File: src/rtl/seq_div.sv
// seq_div -- multi-cycle radix-2 restoring divider for RISC-V DIV/DIVU/REM/REMU.
//
// An operation is issued with a one-cycle start pulse while the unit is in
// IDLE or DONE. The unit then runs WIDTH iterations in CALC, each producing one
// quotient bit. A single FIX cycle follows, which applies the sign and the
// special-case overrides. The result is presented on ans with a one-cycle done
// pulse.
//
// Optional feature macro: SEQ_DIV_FAST_SPECIAL_EN
//   When defined, divide-by-zero and signed overflow skip CALC/FIX. These cases
//   complete one cycle after start, and busy never rises for them. The result
//   values are the same either way.
//
// Ports:
//   clk      in   rising-edge clock
//   rstn     in   asynchronous active-low reset
//   start    in   issue pulse, sampled only in IDLE or DONE
//   op       in   2'b00 DIV, 2'b01 DIVU, 2'b10 REM, 2'b11 REMU
//   number1  in   dividend (only needs to be valid while start is accepted)
//   number2  in   divisor  (only needs to be valid while start is accepted)
//   busy     out  high during CALC and FIX
//   done     out  one-cycle pulse, ans valid in that cycle
//   ans      out  result register, held until the next completion
module seq_div #(
  parameter int WIDTH = 32
) (
  input  logic             clk,
  input  logic             rstn,
  input  logic             start,
  input  logic [1:0]       op,
  input  logic [WIDTH-1:0] number1,
  input  logic [WIDTH-1:0] number2,
  output logic             busy,
  output logic             done,
  output logic [WIDTH-1:0] ans
);

  localparam logic [1:0] S_IDLE = 2'd0;
  localparam logic [1:0] S_CALC = 2'd1;
  localparam logic [1:0] S_FIX  = 2'd2;
  localparam logic [1:0] S_DONE = 2'd3;

  localparam int               CNT_W   = $clog2(WIDTH) + 1;
  localparam logic [CNT_W-1:0] LAST_IT = CNT_W'(WIDTH - 1);
  localparam logic [WIDTH-1:0] MIN_NEG = {1'b1, {(WIDTH-1){1'b0}}};

  logic [1:0]       r_state;
  logic             r_op_rem;   // 1 for REM/REMU: return the remainder
  logic [WIDTH-1:0] r_quo;      // dividend shifts out, quotient shifts in
  logic [WIDTH-1:0] r_rem;
  logic [WIDTH-1:0] r_div;
  logic [WIDTH-1:0] r_n1;       // raw dividend, returned as-is for REM by zero
  logic             r_qsign;
  logic             r_rsign;
  logic             r_div0;
  logic             r_ovf;
  logic [CNT_W-1:0] r_cnt;
  logic [WIDTH-1:0] r_ans;

  logic             w_signed;
  logic             w_s1;
  logic             w_s2;
  logic [WIDTH-1:0] w_mag1;
  logic [WIDTH-1:0] w_mag2;
  logic             w_div0;
  logic             w_ovf;
  logic             w_bypass;
  logic [WIDTH:0]   w_shift;
  logic             w_borrow;
  logic [WIDTH-1:0] w_sub;
  logic [WIDTH-1:0] w_fix_res;
  logic [WIDTH-1:0] w_bypass_res;

  // Two's-complement negate when neg is set.
  function automatic logic [WIDTH-1:0] f_cond_neg(input logic [WIDTH-1:0] v,
                                                  input logic             neg);
    return neg ? (~v + WIDTH'(1)) : v;
  endfunction

  // Final result selection. The special cases take priority over whatever the
  // iteration produced.
  function automatic logic [WIDTH-1:0] f_result(input logic             op_rem,
                                                input logic [WIDTH-1:0] quo,
                                                input logic [WIDTH-1:0] rem,
                                                input logic             qsign,
                                                input logic             rsign,
                                                input logic             div0,
                                                input logic             ovf,
                                                input logic [WIDTH-1:0] n1);
    if (div0)
      return op_rem ? n1 : {WIDTH{1'b1}};
    else if (ovf)
      return op_rem ? {WIDTH{1'b0}} : MIN_NEG;
    else if (op_rem)
      return f_cond_neg(rem, rsign);
    else
      return f_cond_neg(quo, qsign);
  endfunction

  // Issue-side decode: signs, magnitudes and special-case detection.
  assign w_signed = ~op[0];
  assign w_s1     = w_signed & number1[WIDTH-1];
  assign w_s2     = w_signed & number2[WIDTH-1];
  assign w_mag1   = f_cond_neg(number1, w_s1);
  assign w_mag2   = f_cond_neg(number2, w_s2);
  assign w_div0   = (number2 == {WIDTH{1'b0}});
  assign w_ovf    = w_signed & (number1 == MIN_NEG) & (number2 == {WIDTH{1'b1}});

`ifdef SEQ_DIV_FAST_SPECIAL_EN
  assign w_bypass = w_div0 | w_ovf;
`else
  assign w_bypass = 1'b0;
`endif

  assign w_bypass_res = f_result(op[1], {WIDTH{1'b0}}, {WIDTH{1'b0}}, 1'b0, 1'b0,
                                 w_div0, w_ovf, number1);

  // One restoring step. The shifted partial remainder is WIDTH+1 bits wide. If
  // there is no borrow, the difference is below the divisor and fits in WIDTH
  // bits, so a WIDTH-bit subtract is enough.
  assign w_shift  = {r_rem, r_quo[WIDTH-1]};
  assign w_borrow = (w_shift < {1'b0, r_div});
  assign w_sub    = w_shift[WIDTH-1:0] - r_div;

  assign w_fix_res = f_result(r_op_rem, r_quo, r_rem, r_qsign, r_rsign,
                              r_div0, r_ovf, r_n1);

  always_ff @(posedge clk or negedge rstn) begin
    if (!rstn) begin
      r_state  <= S_IDLE;
      r_op_rem <= 1'b0;
      r_quo    <= '0;
      r_rem    <= '0;
      r_div    <= '0;
      r_n1     <= '0;
      r_qsign  <= 1'b0;
      r_rsign  <= 1'b0;
      r_div0   <= 1'b0;
      r_ovf    <= 1'b0;
      r_cnt    <= '0;
      r_ans    <= '0;
    end else begin
      case (r_state)
        S_IDLE, S_DONE: begin
          if (start) begin
            r_op_rem <= op[1];
            r_quo    <= w_mag1;
            r_rem    <= '0;
            r_div    <= w_mag2;
            r_n1     <= number1;
            r_qsign  <= w_s1 ^ w_s2;
            r_rsign  <= w_s1;
            r_div0   <= w_div0;
            r_ovf    <= w_ovf;
            r_cnt    <= '0;
            if (w_bypass) begin
              r_ans   <= w_bypass_res;
              r_state <= S_DONE;
            end else begin
              r_state <= S_CALC;
            end
          end else begin
            r_state <= S_IDLE;
          end
        end
        // ---- CALC: one quotient bit per cycle ----
        S_CALC: begin
          r_rem <= w_borrow ? w_shift[WIDTH-1:0] : w_sub;
          r_quo <= {r_quo[WIDTH-2:0], ~w_borrow};
          r_cnt <= r_cnt + CNT_W'(1);
          if (r_cnt == LAST_IT)
            r_state <= S_FIX;
        end
        // ---- FIX: sign correction and special-case override ----
        S_FIX: begin
          r_ans   <= w_fix_res;
          r_state <= S_DONE;
        end
        default: r_state <= S_IDLE;
      endcase
    end
  end

  assign busy = (r_state == S_CALC) || (r_state == S_FIX);
  assign done = (r_state == S_DONE);
  assign ans  = r_ans;

endmodule

File: config.mk
export PLATFORM = sky130hd
export DESIGN_NAME = seq_div
export DESIGN_NICKNAME = d
export VERILOG_FILES = /design/src/rtl/seq_div.sv
export SDC_FILE = /design/constraint.sdc
export NUM_CORES = 1
export LEC_CHECK = 0
export BUFFER_PORTS_ARGS = -buffer_cell sky130_fd_sc_hd__buf_2
export CAP_MARGIN = 20
export CORE_MARGIN = 1.5
export CORE_UTILIZATION = 30
export CTS_CLUSTER_DIAMETER = 40
export DETAILED_ROUTE_END_ITERATION = 12
export PLACE_DENSITY = 0.45
export SYNTH_ARGS = -nofsm -noshare
export SYNTH_HDL_FRONTEND = slang
export SYNTH_SLANG_ARGS = --single-unit
File: constraint.sdc
create_clock -name clk -period 5 [get_ports clk]
set_input_delay 1 -clock clk [delete_from_list [all_inputs] [get_ports clk]]
set_output_delay 1 -clock clk [all_outputs]
set_load 0.01 [all_outputs]
==> results.md, run 1 <==
- Status: finished clean
- Final min period: about 3.8 ns
- Crit path capture: r_rem[19]
- Pin count of the biggest net entering global routing: between 70 and 80
- Reg2reg start: r_rem[3]
- Req. time, crit path: between 5 and 6 ns
- Layout Skew: 0.0150 ns
- Die footprint: between 40000 and 50000 um^2
- Tot Pwr: 7.25 mW
- Slew @ Worst Pin: 1.04 ns
- CTS Sinks: ~170
- P&R area growth vs syn: 13.4%
- Final ANT Viol Nets: 0
- Layout Utilization: between 30 and 40%
- Post-synthesis sequential area ratio: between 30% and 40%
- Total gr overflow: 0
- Post-Synthesis Cells: between 1000 and 1500
- Post-detail-place hpwl: ~28 mm
- Fillers: ~4200
- R2R setup slack: approximately 1.2 ns
- Rows: between 70 and 80
- Final period util: between 70% and 80%
- Yosys reg bits: between 150 and 200
- DRT Wirelength: approximately 38 mm
- Fin. max-slew vios: 0
- Diode count: 0
- Worst setup SP type: flop
- Final worst setup slack: roughly 1.2 ns
- LEAKAGE: between 5 and 6 nW
- Post-CTS sizing: 0
- GRT Util Overall: roughly a fifth
- First-pass GRT wire length: 60.9 mm
- CTS Buf Count: 17
- Slew headroom: between 30 and 40%
- Reg2Reg Depth: 10
- Core area: about 40000 um^2
- Worst R2R End: r_rem[19]
- Max Cap Violations: 0
- Post-CTS setup buffers: 0
- Worst hold margin: between 0.4 and 0.5 ns
- Power per cell area: about 530 nW/um^2
- Kind of critical path: reg2reg
- Initial DRC Count: roughly 690
- Design area: around 14000 um^2
- Routed length per instance: 19.0 um
- Initial antenna violation count: 0
- Setup crit end kind: flop
- Commonest non-fill, non-tap cell in the layout: nand2_1
- Dpl cells: roughly 2000
- Reg clk slew, reported paths: about 0.06 ns
- Crit path from: r_rem[3]
- Layout cell share with drive strength beyond 1: 13.9%
- Initial Utilization: 30.3%
- Vias in the first global route: 10299
- Final Net Count: approximately 1600
- Critical Path AT: roughly 4.1 ns
- Non-filler cells, final: a little over 2000
- Sum Neg Setup Slack: 0 ns
- Die Wd: a little over 200 um
- Area after DPL: approximately 13000 um^2
- Vias/cell: just over 5
- H-tree levels: 4
- # IOs: around 100
- Most frequent cells in the layout: nand2_1 (174), dfrtp_1 (172), o21ai_0 (145)
- Syn_nets: between 1500 and 2000
- Max VDD drop: slightly below 0.0002 V
- Port Buffer Count: roughly 100
- Final GP Congestion: about 0.9
- Mean post-synth cell area: roughly 8.4 um^2
- Prevailing post-synth register cell: dfrtp_1
- First-pass DRT Iterations: 7
- Final Setup Violations: 0
- Synth warn: 0
- Dpl ws: 1.27 ns
- Peak Freq: around 270 MHz
- TritonCTS clock tree: built
- Critical Path Fanout Max: 13
- Final Hold Fails: 0
- RSZ-0062 raised after global routing: false
- Clk buf depth: 2
- Hold path depth: 1
- CTS Root Buffer Type: clkbuf_16
- Synth cell types: around 70
- Number of synthesized flops with an enable pin: 0
- Clk_lat worst skew: ~0.46 ns
- Min-delay src: ans[15]
- Height of the chip: between 200 and 250 um
- Min-Delay Path Class: reg2reg
- Vias: between 10000 and 15000
- Async SR Flop Fraction: 100%
- Drt drc: 0
- Hold Buf Count CTS: 0
- Post-Synthesis Cell Area: about 12000 um^2
## per-layer routing
layer  vias up  track usage, %  part of all wire [%]
met5         -               0                     0
met4         0            5.74                   1.9
li1       5222               -                     -
met3        37            2.74                   3.6
met1      5041            28.1                    51
met2       235            28.6                    44
## registers in the layout, indices dropped and copies added (netlist names)
name,count
ans,32
r_cnt,6
r_div,32
r_div0,1
r_n1,32
r_op_rem,1
r_ovf,1
r_qsign,1
r_quo,32
r_rem,32
r_rsign,1
r_state,2
## worst max-delay path, cell delays in order (launching register included)
cell and delay, ns:
dfrtp_1 0.46, ha_1 0.39, a21o_1 0.21, a31o_2 0.23, o2111ai_1 0.40, a31oi_1 0.20
o21ai_1 0.56, nand2_1 0.54, buf_4 0.38, nand2_1 0.16, o21ai_1 0.11
## worst min-delay path by stage
| stage | end | slack (ns) |
|---|---|---|
| finish | ans[15] | 0.48 |
| global route | r_div[29] | 0.50 |
| CTS | r_div[5] | 0.48 |
| detailed placement | ans[15] | 0.47 |
| global placement | ans[9] | 0.46 |
| floorplan | r_n1[1] | 0.44 |
## cells in the mapped netlist, drive strengths merged (4+ instances only)
master / n / share of area [%]
o22ai: 9 / 0.47
clkbuf: 70 / 2.2
and3: 8 / 0.42
nand3: 22 / 0.92
a21o: 11 / 0.69
and2: 7 / 0.36
a32oi: 4 / 0.29
or3: 17 / 0.97
nor2b: 6 / 0.31
o31ai: 27 / 1.8
mux2: 37 / 3.5
nor2: 88 / 2.7
dfrtp: 173 / 36
nand2b: 12 / 0.62
a21oi: 106 / 4.4
or4: 9 / 0.56
ha: 41 / 4.3
nand4: 21 / 1.1
a21boi: 8 / 0.50
o21a: 7 / 0.44
o221ai: 7 / 0.51
nor3: 20 / 0.87
inv: 58 / 1.8
buf: 10 / 0.40
o41ai: 15 / 1.2
o21ai: 189 / 7.9
o211ai: 13 / 0.81
or2: 10 / 0.52
xor2: 73 / 5.3
nand2: 175 / 5.5
mux2i: 27 / 2.2
xnor2: 73 / 5.3
a31oi: 21 / 1.1
nor4: 14 / 0.78
## final cells by class
cell class | instances | area (um^2) | share of cell area, %
timing repair buffer | 121 | 669 | 4.91
tap | 525 | 657 | 4.82
clock inverter | 7 | 91.3 | 0.671
multi-input combinational | 1118 | 7180 | 52.7
inverter | 59 | 221 | 1.63
clock buffer | 23 | 468 | 3.44
sequential | 173 | 4330 | 31.8
## power breakdown
part           internal, mW  leakage (nW)  total, mW  switching, mW
logic                  1.34          3.33       3.51           2.17
clock network         0.756         0.273       1.35          0.595
registers              1.95          2.17       2.39          0.440
total                  4.05          5.77       7.25           3.20
## cell families after synthesis
kind of cell / Yosys count / share of synthesized area [%]
AOI/OAI and AO/OA: 451 / 22.6
DFF: 173 / 36.0
muxes: 64 / 5.75
buffers and inverters: 139 / 4.43
adders and majority gates: 42 / 4.44
and+or+nand+nor: 415 / 16.2
xor gates and xnor gates: 146 / 10.6
(Power assumes the default switching activity.)
==> run 2, diff against run 1 <==
PLACE_DENSITY = 0.46   (was 0.45)
clock period = 3.3 ns   (was 5 ns; I/O delays follow)
==> run 2 against run 1 <==
- combinational power up 55%
- first-iteration DRC count down 10%
- worst setup slack worse by 0.95 ns
- count of clock-buffer cells in the layout down 2
- total power up 53%
- critical path type unchanged
==> results.md, run 2 (synthesis results as in run 1) <==
- Status: finished clean (unchanged)
- Sum Neg Setup Slack: 0 ns (unchanged)
- Setup crit end kind: flop (unchanged)
- Core area: 39600 um^2 (unchanged)
- P&R area growth vs syn: 16.7% (was 13.4%)
- Fin. max-slew vios: 0 (unchanged)
- Initial antenna violation count: 0 (unchanged)
- DRT Wirelength: 39.4 mm (was 38.5 mm)
- RSZ-0062 raised after global routing: false (unchanged)
- Final min period: 3.02 ns (was 3.77 ns)
- Commonest non-fill, non-tap cell in the layout: nand2_1 (unchanged)
- Drt drc: 0 (unchanged)
- R2R setup slack: 0.28 ns (was 1.23 ns)
- Critical Path Fanout Max: 14 (was 13)
- Diode count: 0 (unchanged)
- Worst R2R End: r_rem[8] (was r_rem[19])
- Die Wd: 203 um (unchanged)
- Final GP Congestion: 0.838 (was 0.893)
- Final ANT Viol Nets: 0 (unchanged)
- Clk buf depth: 2 (unchanged)
- CTS Sinks: 173 (unchanged)
- Vias/cell: 5.19 (was 5.20)
- Kind of critical path: reg2reg (unchanged)
- Peak Freq: 331 MHz (was 265 MHz)
- Delay-heaviest family, CP: compound AO/OA/AOI/OAI gates (unchanged)
- Initial Utilization: 30.3% (unchanged)
- GRT Util Overall: 19.4% (was 19.1%)
- First-pass GRT wire length: 62.0 mm (was 60.9 mm)
- Layout Skew: 0.0183 ns (was 0.0150 ns)
- Power per cell area: 792 nW/um^2 (was 532 nW/um^2)
- Max Cap Violations: 0 (unchanged)
- Final period util: 91.5% (was 75.4%)
- Slowest CP cell: dfrtp_1 (was o21ai_1)
- CTS Root Buffer Type: clkbuf_16 (unchanged)
- Post-CTS setup buffers: 0 (unchanged)
- Vias in the first global route: 10591 (was 10299)
- Final worst setup slack: 0.282 ns (was 1.23 ns)
- Routed length per instance: 18.9 um (was 19.0 um)
- Post-detail-place hpwl: 29.6 mm (was 28.1 mm)
- Layout cell share with drive strength beyond 1: 16.9% (was 13.9%)
- Most frequent cells in the layout: nand2_1 (174), dfrtp_1 (172), o21ai_0 (145) (unchanged)
- Worst stage delay on the critical path: 0.48 ns (was 0.56 ns)
- Total gr overflow: 0 (unchanged)
- Critical Path AT: 3.35 ns (was 4.09 ns)
- Final Setup Violations: 0 (unchanged)
- LEAKAGE: 6.03 nW (was 5.77 nW)
- Dpl ws: 0.170 ns (was 1.27 ns)
- Worst hold margin: 0.215 ns (was 0.476 ns)
- CTS Buf Count: 17 (unchanged)
- Reg2Reg Depth: 10 (unchanged)
- Hold Buf Count CTS: 0 (unchanged)
- Pin count of the biggest net entering global routing: 66 (was 76)
- First-pass DRT Iterations: 5 (was 7)
- Min-Delay Path Class: in2async (was reg2reg)
- # IOs: 103 (unchanged)
- Slew headroom: 53.3% (was 30.1%)
- Final Hold Fails: 0 (unchanged)
- Height of the chip: 203 um (unchanged)
- Die footprint: 41300 um^2 (unchanged)
- Worst setup SP type: flop (unchanged)
- Post-CTS sizing: 0 (unchanged)
- Reg clk slew, reported paths: 0.08 ns (was 0.06 ns)
- Rows: 73 (unchanged)
- Slew @ Worst Pin: 0.700 ns (was 1.04 ns)
- Clk_lat worst skew: 0.46 ns (about the same)
- Final Net Count: 1654 (was 1601)
- Req. time, crit path: 3.63 ns (was 5.32 ns)
- Vias: 10790 (was 10535)
- Layout Utilization: 35.4% (was 34.4%)
- Buffer and inverter count on the worst path: 1 (unchanged)
- Initial DRC Count: 623 (was 692)
- Reg2reg start: r_rem[15] (was r_rem[3])
- Worst path cell trace: ha_1, nand2_1, o21bai_1, a2111o_1, a31oi_2, o21ai_1, nand2_1, buf_4, mux2i_1, o21ai_1 (was ha_1, a21o_1, a31o_2, o2111ai_1, a31oi_1, o21ai_1, nand2_1, buf_4, nand2_1, o21ai_1)
- H-tree levels: 4 (unchanged)
- Max VDD drop: 0.000299 V (was 0.000197 V)
- Port Buffer Count: 102 (unchanged)
- TritonCTS clock tree: built (unchanged)
[run 2: cell count changes in the layout (fill, tap and decap cells not counted), sizes merged]
cell and delta:
clkbuf -2, buf +53, clkinv +2, clkinvlp +2
[run 2: final cells by class]
type / count / area (um^2)
clock buffer: 21 / 440
tap: 525 / 657
clock inverter: 11 / 120
multi-input combinational: 1118 / 7180
fill: 4177 / 25600
sequential: 173 / 4330
timing repair buffer: 174 / 1070
inverter: 59 / 221
[run 2: worst max-delay path by stage]
stage / from / end / slack [ns] / cells past startpoint
global route: r_rem[15] / r_rem[10] / 0.02 / 10
detailed placement: r_rem[15] / r_rem[10] / 0.17 / 10
CTS: r_rem[15] / r_rem[10] / 0.17 / 10
floorplan: r_rem[20] / r_rem[24] / 0.48 / 11
finish: r_rem[15] / r_rem[8] / 0.28 / 10
global placement: r_rem[15] / r_rem[10] / 0.22 / 10
[run 2: stage by stage]
step / total power, mW / cells / cell area (um^2)
final: 11.1 / 2081 / 14000
after global routing: 12.0 / 2081 / 14000
after CTS: 11.2 / 2081 / 14000
after detailed placement: 9.10 / 2049 / 13500
after global placement: 9.05 / 2049 / 13500
after floorplan: 7.24 / 1430 / 12000
[run 2: power by group]
| part | total, mW | switching (mW) | internal [mW] |
|---|---|---|---|
| clock | 2.04 | 0.928 | 1.11 |
| sequential | 3.62 | 0.666 | 2.96 |
| combinational | 5.44 | 3.32 | 2.12 |
[run 2: metal layers]
metal	vias up	GRT usage, %	part of all wire (%)
met2	246	30.3	44
li1	5329	-	-
met4	0	4.79	1.3
met5	-	0	0
met1	5184	28.1	51
met3	31	2.49	3.7
==> run 3, diff against run 2 <==
CORE_UTILIZATION = 55   (was 30)
PLACE_DENSITY = 0.76   (was 0.46)
==> run 3 against run 2 <==
- die area decreased by 45%
- count of clock-buffer cells in the layout shrank 3
- routed wire length shrank 11%
==> results.md, run 3 (synthesis results as in run 1) <==
- Status: finished clean (unchanged)
- Critical path's most frequent cell: inv_1
- Height of the chip: 151 um (was 203 um)
- Final min period: 3.12 ns (was 3.02 ns)
- Slew @ Worst Pin: 0.906 ns (was 0.700 ns)
- Post-CTS setup buffers: 0 (unchanged)
- CTS Root Buffer Type: clkbuf_16 (unchanged)
- First-pass DRT Iterations: 7 (was 5)
- Switching Fraction: 44.7% (was 44.3%)
- Total gr overflow: 0 (unchanged)
- Commonest non-fill, non-tap cell in the layout: nand2_1 (unchanged)
- GRT Max-Usage Layer: met2 (unchanged)
- Vias in the first global route: 10482 (was 10591)
- Kind of critical path: reg2reg (unchanged)
- Clk buf depth: 2 (unchanged)
- Final Setup Violations: 0 (unchanged)
- Port Buffer Count: 102 (unchanged)
- Max VDD drop: 0.000540 V (was 0.000299 V)
- Rows: 53 (was 73)
- GRT Util Overall: 31.8% (was 19.4%)
- Clk_lat worst skew: 0.45 ns (was 0.46 ns)
- Post-CTS sizing: 0 (unchanged)
- Fillers: 1885 (was 4177)
- LEAKAGE: 5.92 nW (was 6.03 nW)
- Comb power frac: 48.8% (was 49.0%)
- Switching power: 4.91 mW (was 4.92 mW)
- Layout Utilization: 63.9% (was 35.4%)
- Layout cell share with drive strength beyond 1: 15.5% (was 16.9%)
- Met3 global-route usage: 5.15% (was 2.49%)
- Initial DRC Count: 1190 (was 623)
- Design area: 13600 um^2 (was 14000 um^2)
- # IOs: 103 (unchanged)
- Fin. max-slew vios: 0 (unchanged)
- Power per cell area: 809 nW/um^2 (was 792 nW/um^2)
- Met1 usage in global routing: 45.5% (was 28.1%)
- Routed length per instance: 19.4 um (was 18.9 um)
- Most frequent cells in the layout: nand2_1 (174), dfrtp_1 (173), o21ai_0 (145) (was nand2_1 (174), dfrtp_1 (172), o21ai_0 (145))
- Die Wd: 151 um (was 203 um)
- RSZ-0062 raised after global routing: false (unchanged)
- Vias: 11137 (was 10790)
- Sum Neg Setup Slack: 0 ns (unchanged)
- Post-detail-place hpwl: 25.8 mm (was 29.6 mm)
- Worst setup SP type: flop (unchanged)
- Flop pwr share: 33.0% (was 32.6%)
- Vias/cell: 6.17 (was 5.19)
- First-pass GRT wire length: 56.1 mm (was 62.0 mm)
- H-tree levels: 4 (unchanged)
- Slowest CP cell: dfrtp_1 (unchanged)
- Min-Delay Path Class: in2async (unchanged)
- Core area: 21200 um^2 (was 39600 um^2)
- CTS Sinks: 173 (unchanged)
- Layout Skew: 0.0160 ns (was 0.0183 ns)
- Hold Buf Count CTS: 0 (unchanged)
- TritonCTS clock tree: built (unchanged)
- Peak Freq: 320 MHz (was 331 MHz)
- Delay-heaviest family, CP: compound AO/OA/AOI/OAI gates (unchanged)
- Worst path cell trace: inv_1, ha_1, inv_1, fa_1, a21o_1, a221oi_1, o2bb2ai_1, a21boi_1, o21ai_0, a31oi_1, nor4_1, a211o_1 (was ha_1, nand2_1, o21bai_1, a2111o_1, a31oi_2, o21ai_1, nand2_1, buf_4, mux2i_1, o21ai_1)
- Met2 Usage GRT: 48.7% (was 30.3%)
- Final Net Count: 1627 (was 1654)
- Pin count of the biggest net entering global routing: 94 (was 66)
- Max Cap Violations: 0 (unchanged)
- Final period util: 94.6% (was 91.5%)
- Final ANT Viol Nets: 0 (unchanged)
- Reg clk slew, reported paths: 0.07 ns (was 0.08 ns)
- Req. time, crit path: 3.62 ns (was 3.63 ns)
- Buffer and inverter count on the worst path: 2 (was 1)
- Setup crit end kind: flop (unchanged)
- DRT Wirelength: 35.0 mm (was 39.4 mm)
- Final GP Congestion: 0.940 (was 0.838)
- Clock share of power: 18.1% (was 18.4%)
- Slew headroom: 39.6% (was 53.3%)
- Initial antenna violation count: 0 (unchanged)
- Critical Path Fanout Max: 5 (was 14)
- Worst stage delay on the critical path: 0.39 ns (was 0.48 ns)
- Drt drc: 0 (unchanged)
- Cell-internal power: 6.06 mW (was 6.19 mW)
- Diode count: 0 (unchanged)
- Final Hold Fails: 0 (unchanged)
- P&R area growth vs syn: 12.8% (was 16.7%)
- Initial Utilization: 56.6% (was 30.3%)
- Die footprint: 22700 um^2 (was 41300 um^2)
- CTS Buf Count: 17 (unchanged)
- Area after DPL: 13000 um^2 (was 13500 um^2)
- Critical Path AT: 3.44 ns (was 3.35 ns)
## run 3: cell count changes in the layout (fill, tap and decap cells not counted), moves of 2 or more
cell	previous run	this run
buf_12	1	4
buf_4	71	41
bufinv_16	2	0
clkbuf_1	4	1
clkinv_2	4	0
clkinv_4	2	6
clkinv_8	0	3
clkinvlp_4	3	0
inv_6	0	3
inv_8	0	2
## run 3: path summary, 6_finish.rpt
| kind | startpoint | cells past startpoint | end | slack [ns] |
|---|---|---|---|---|
| min in group clk | op[1] | 2 | r_op_rem | 0.47 |
| max in group asynchronous | rstn | 2 | r_n1[15] | 2.29 |
| hold reg to reg | ans[9] | 1 | ans[9] | 0.48 |
| hold / removal | rstn | 1 | r_rem[22] | 0.22 |
| setup reg to reg | r_quo[31] | 12 | r_rem[24] | 0.18 |
| setup / recovery | r_quo[31] | 12 | r_rem[24] | 0.18 |
## run 3: through the flow
step           setup WS [ns]  power (mW)  hold slack (ns)  std cells
2_1_floorplan          0.480        7.24            0.364       1430
3_3_place_gp           0.255        8.78            0.461       1772
3_5_place_dp           0.193        8.92            0.472       1772
4_1_cts                0.251        10.9            0.245       1804
5_1_grt               0.0198        11.7            0.261       1804
6_report               0.178        11.0            0.220       1804
## run 3: power by group through the flow
stage / logic (mW) / clock network [mW] / registers (mW)
after floorplan: 3.72 / 0 / 3.52
after global placement: 5.17 / 0 / 3.61
after detailed placement: 5.27 / 0 / 3.65
after CTS: 5.31 / 2.00 / 3.61
after global routing: 5.91 / 2.09 / 3.73
final: 5.36 / 1.99 / 3.63
## run 3: area by class of cell
cell class	count	area, um^2	area share (%)
clock inverter	14	150	1.11
tap	275	344	2.54
inverter	59	221	1.63
multi-input combinational	1118	7180	52.9
clock buffer	18	429	3.17
timing repair buffer	147	905	6.67
sequential	173	4330	31.9
## run 3: per-layer routing
metal | vias up | wire length [um]
li1 | 5274 | -
met1 | 5351 | 15800
met4 | 0 | 1130
met5 | - | 0
met3 | 75 | 2370
met2 | 437 | 15700
